`src/rtl/ram_read_arbiter.sv`:
```
// ram_read_arbiter
// Shares the single read port of the cellular RAM controller among NREQ
// requesters. It grants one requester at a time in round-robin order and
// drives that requester's address to the controller. A fixed-latency
// down-counter sets the sample point. The captured 16-bit word is returned
// with a one-cycle rd_valid strobe.
//
// Optional build macro: RAM_ARB_FIXED_PRI_EN
//   When defined, requester 0 (VGA scanline fetch) always wins. The remaining
//   requesters share round-robin among themselves, and the last-served
//   pointer only advances on grants to requesters 1..NREQ-1.
//
// state  | meaning
// -------+-----------------------------------------------------------------
// S_IDLE | no read in flight; arbitrate over req
// S_WAIT | address driven, latency counter running down to the sample point
// S_DONE | data captured, rd_valid strobe for the granted requester

module ram_read_arbiter #(
  parameter int NREQ     = 3,
  parameter int ADDR_W   = 26,
  parameter int READ_LAT = 8
) (
  input  logic                     clk,
  input  logic                     rst,
  input  logic [NREQ-1:0]          req,
  input  logic [NREQ*ADDR_W-1:0]   req_addr,
  output logic [NREQ-1:0]          gnt,
  output logic [NREQ-1:0]          rd_valid,
  output logic [15:0]              rd_data,
  output logic                     busy,
  output logic [ADDR_W-1:0]        ram_addr,
  input  logic [15:0]              mem_db
);

  localparam int IDX_W = (NREQ > 1) ? $clog2(NREQ) : 1;
  localparam int CNT_W = (READ_LAT > 1) ? $clog2(READ_LAT) : 1;
  localparam logic [CNT_W-1:0] CNT_LOAD  = CNT_W'(READ_LAT - 1);
  localparam logic [CNT_W-1:0] CNT_ONE   = CNT_W'(1);
  localparam logic [IDX_W-1:0] LAST_INIT = IDX_W'(NREQ - 1);

  typedef enum logic [1:0] {
    S_IDLE = 2'd0,
    S_WAIT = 2'd1,
    S_DONE = 2'd2
  } state_t;

  state_t            state, state_nxt;
  logic [IDX_W-1:0]  last, last_nxt;
  logic [IDX_W-1:0]  cur, cur_nxt;
  logic [CNT_W-1:0]  cnt, cnt_nxt;
  logic [NREQ-1:0]   gnt_nxt;
  logic [NREQ-1:0]   rd_valid_nxt;
  logic [15:0]       rd_data_nxt;
  logic [ADDR_W-1:0] ram_addr_nxt;

  logic              sel_found;
  logic [IDX_W-1:0]  sel_idx;
  logic [NREQ-1:0]   cand;
  logic [IDX_W-1:0]  scan_idx;
  int                scan_pos;

  // Winner selection: scan from last+1 upward with wrap-around.
  // In the fixed-priority build, requester 0 pre-empts the scan and is
  // masked out of the rotation.
  always_comb begin
    sel_found = 1'b0;
    sel_idx   = '0;
    cand      = req;
    scan_pos  = 0;
    scan_idx  = '0;
`ifdef RAM_ARB_FIXED_PRI_EN
    cand[0] = 1'b0;
    if (req[0]) begin
      sel_found = 1'b1;
      sel_idx   = '0;
    end
`endif
    for (int off = 1; off <= NREQ; off++) begin
      scan_pos = int'(last) + off;
      if (scan_pos >= NREQ) begin
        scan_pos = scan_pos - NREQ;
      end
      scan_idx = IDX_W'(scan_pos);
      if (!sel_found && cand[scan_idx]) begin
        sel_found = 1'b1;
        sel_idx   = scan_idx;
      end
    end
  end

  // Next-state and next-output logic for the IDLE -> WAIT -> DONE sequence.
  always_comb begin
    state_nxt    = state;
    last_nxt     = last;
    cur_nxt      = cur;
    cnt_nxt      = cnt;
    gnt_nxt      = gnt;
    rd_valid_nxt = '0;
    rd_data_nxt  = rd_data;
    ram_addr_nxt = ram_addr;

    case (state)
      S_IDLE: begin
        if (sel_found) begin
          state_nxt = S_WAIT;
          cur_nxt   = sel_idx;
          cnt_nxt   = CNT_LOAD;
          for (int i = 0; i < NREQ; i++) begin
            gnt_nxt[i] = (sel_idx == IDX_W'(i));
            if (sel_idx == IDX_W'(i)) begin
              ram_addr_nxt = req_addr[i*ADDR_W +: ADDR_W];
            end
          end
        end
      end

      S_WAIT: begin
        if (cnt == '0) begin
          // Sample point: the controller has had READ_LAT cycles since the
          // address went out. The strobe is registered alongside the data so
          // that both appear together in DONE.
          rd_data_nxt  = mem_db;
          rd_valid_nxt = gnt;
          state_nxt    = S_DONE;
        end else begin
          cnt_nxt = cnt - CNT_ONE;
        end
      end

      S_DONE: begin
        gnt_nxt   = '0;
        state_nxt = S_IDLE;
`ifdef RAM_ARB_FIXED_PRI_EN
        if (cur != '0) begin
          last_nxt = cur;
        end
`else
        last_nxt = cur;
`endif
      end

      default: begin
        gnt_nxt   = '0;
        state_nxt = S_IDLE;
      end
    endcase
  end

  // State, pointer, counter and registered outputs; reset aborts any read
  // in flight without a strobe.
  always_ff @(posedge clk or posedge rst) begin
    if (rst) begin
      state    <= S_IDLE;
      last     <= LAST_INIT;
      cur      <= '0;
      cnt      <= '0;
      gnt      <= '0;
      rd_valid <= '0;
      rd_data  <= '0;
      ram_addr <= '0;
    end else begin
      state    <= state_nxt;
      last     <= last_nxt;
      cur      <= cur_nxt;
      cnt      <= cnt_nxt;
      gnt      <= gnt_nxt;
      rd_valid <= rd_valid_nxt;
      rd_data  <= rd_data_nxt;
      ram_addr <= ram_addr_nxt;
    end
  end

  // busy follows the state register directly so reset clears it at once.
  always_comb begin
    busy = (state != S_IDLE);
  end

endmodule

```
`config.mk`:
```
export PLATFORM = sky130hd
export DESIGN_NAME = ram_read_arbiter
export DESIGN_NICKNAME = d
export VERILOG_FILES = /design/src/rtl/ram_read_arbiter.sv
export SDC_FILE = /design/constraint.sdc
export NUM_CORES = 1
export LEC_CHECK = 0
export ABC_AREA = 1
export BUFFER_PORTS_ARGS = -buffer_cell sky130_fd_sc_hd__clkbuf_2
export CORE_MARGIN = 2
export CORE_UTILIZATION = 43
export CTS_BUF_LIST = sky130_fd_sc_hd__clkbuf_8
export DETAILED_ROUTE_END_ITERATION = 7
export HOLD_SLACK_MARGIN = 0.15
export PLACE_DENSITY = 0.75
export SYNTH_ARGS = -nofsm -noshare
export SYNTH_HDL_FRONTEND = slang
export SYNTH_SLANG_ARGS = --single-unit
```
`constraint.sdc`:
```
create_clock -name clk -period 2.25 [get_ports clk]
set_input_delay 0 -clock clk [delete_from_list [all_inputs] [get_ports clk]]
set_output_delay 0 -clock clk [all_outputs]
set_load 0.01 [all_outputs]
```
==> out/metrics.cfg <==
[global_route]
grt_pass1_vias=4180
grt_pass1_wl_mm=20.80
grt_usage_pct=35.30
grt_max_degree=58
grt.overflow.total=0
antenna_found_initial=3

[logic_synthesis]
synth.most_common_cell=nand2_1
synth_edf_count=0
syn-num-nets=545
yosys_warnings=0
synthTopCellsByCount=nand2_1, nand3_1, dfrtp_1
syn-instance-count=441
ys_types=23
synthFlopType=dfrtp_1
async_flop_share_pct=100.0
yosysTopAreaCellShare_pct=45.07
yosysTopAreaCell=dfrtp_1
synthTopCellsByArea=dfrtp_1, nand2_1, nand3_1
ys_ff_latch=57
yosysSeqAreaShare_pct=45.92
postSynthAreaPerCell_um2=7.050
synth_area_um2=3109

[route]
drc=0
drtAntennaViolNets=0
num_vias=4210
drt_iter0_markers=484
via_per_inst=5.302
first_pass_iters=5
drt-total-wl_mm=13.06
routedWlPerCell_um=16.45

[critical_path]
rrSetupSlack_ps=60
crit_required_ps=2470
start_kind=flop
worst_setup_path_end_kind=flop
path_class=reg -> reg
crit_arrival_ps=2410
worst-path-max-fanout=9

[clock_network]
numCtsBuffers=9
htreeDepth=3
tritoncts=built
clock_latency_ps=330
root_buffer=clkbuf_8
clkTransAtPathRegs_ps=80
clock-sinks=57
cts_max_path_buffers=2

[flow_run]
cap_violations=0

[timing]
worstMarginPinSlew_ps=518.1
rsz0062_at_grt=yes
final.period_utilization_pct=97.11
setup_violations=0
slew_headroom_pct=65.24
drv_slew=0
setup_slack_ps=64.92
fin_crit_ps=2185
fmax_mhz=457.7
finalHoldViolCount=0
clock_skew_ps=11.95

[floorplanning]
die_area_um2=7927
io_pins=148
core_um2=6907
fp.dieH_um=89.04
initial_core_util_pct=45.02
die_x_um=89.04
rows=30

[status]
status=completed

[pwr]
peakVddDrop_mv=0.6020
power.density_nw_per_um2=1292
cellLeakagePower_uw=0.002992

[layout]
stdcell_count=794
fill_cells=456
nets=795
drive_gt1_share_pct=28.88
seq_area_um2=1428
multiInputGateArea_um2=1459
area_growth_syn_to_layout_pct=69.66
finish.utilization_pct=76.38

[min_path]
hp-class=in -> async

[place]
place.port_buffers=147
hpwl_mm=6.447
dpl_worst_slack_ps=-21.53
post-place-cells=680
gp_congestion=0.8044

==> layout make-up <==
type,count,share of cell area (%)
diodes,2,0.09488
clock buffers,9,2.348
inverters,50,3.605
well taps,96,2.277
clock inverters,7,1.091
multi-input cells,316,27.66
flip-flops and latches,57,27.06
repair buffers,257,35.86
==> cells by family after synthesis <==
family	share of synthesized area, %
AOI/OAI and AO/OA	6.157
adders and majority gates	2.012
and+or+nand+nor	36.42
DFF	45.92
buffers and inverters	9.497
==> final timing paths <==
check,start,to,cells past startpoint
max,last[1],ram_addr[16],15
min,rst,rd_data[15],4
max reg2reg,last[1],ram_addr[16],15
min reg2reg,cnt[0],cnt[0],1
max in group asynchronous,rst,last[1],4
min in group clk,req[2],gnt[2],7
==> metrics by stage <==
stage,cell area [um2],power [uW],hold WS [ps],setup TNS (ps)
2_1_floorplan,3109,4130,116.7,0
3_3_place_gp,4038,5261,67.19,0
3_5_place_dp,4038,5368,72.12,-98.06
4_1_cts,5184,6406,254.4,0
5_1_grt,5275,7398,301.4,-728.7
6_report,5275,6816,286.2,0
==> flip-flops by register name, summed over array words and instances, names as in the netlist <==
signal	count
rd_valid	3
rd_data	16
cur	2
gnt	3
last	2
ram_addr	26
cnt	3
state	2
==> cell usage in the layout, fill, tap and decap left out, drive strengths merged <==
cell	count
nand2	195
clkbuf	157
dlygate4sd3	95
nand3	61
dfrtp	56
inv	48
a21oi	28
nor2	17
buf	14
clkinv	6
o21ai	5
ha	5
clkinvlp	3
diode	2
o22ai	2
a31oi	1
o21a	1
nand4	1
dfstp	1
==> worst max-delay path, cell delays in order, from the launching register on <==
cell      delay (ps)
dfstp_2          530
inv_1             70
ha_4             250
nand2_1           90
clkinv_1          80
nor2_1           130
nand2_1           60
nand2_1          100
nor2_4            60
nand2_1           60
nand2_2           70
inv_2            130
buf_4            190
nand3_1          100
nand2_1           90
nand2_1           70
==> repair_timing <==
item / CTS / global route
resized for setup: 3 / 13
cloned: 0 / 1
endpoints found under the setup margin: 22 / 31
pin swaps: 0 / 2
hold endpoints to repair: 99 / 0
hold buffers: 95 / 0
buffers inserted: 0 / 0
==> report_power, final <==
| part | switching, uW | internal, uW |
|---|---|---|
| Sequential | 276 | 1510 |
| Clock | 461 | 406 |
| Combinational | 2540 | 1620 |
| Total | 3280 | 3540 |
==> per-layer routing <==
layer / part of all wire (%) / wire length [um] / vias to the layer above / track usage (%)
met2: 48 / 6286 / 312 / 53.12
met1: 35 / 4609 / 1921 / 40.38
met5: 0 / 0 / - / 0.6494
met4: 7.2 / 935 / 0 / 20.76
met3: 9.4 / 1227 / 102 / 17.91
li1: - / - / 1875 / -
Power figures use the tool's default switching activity.
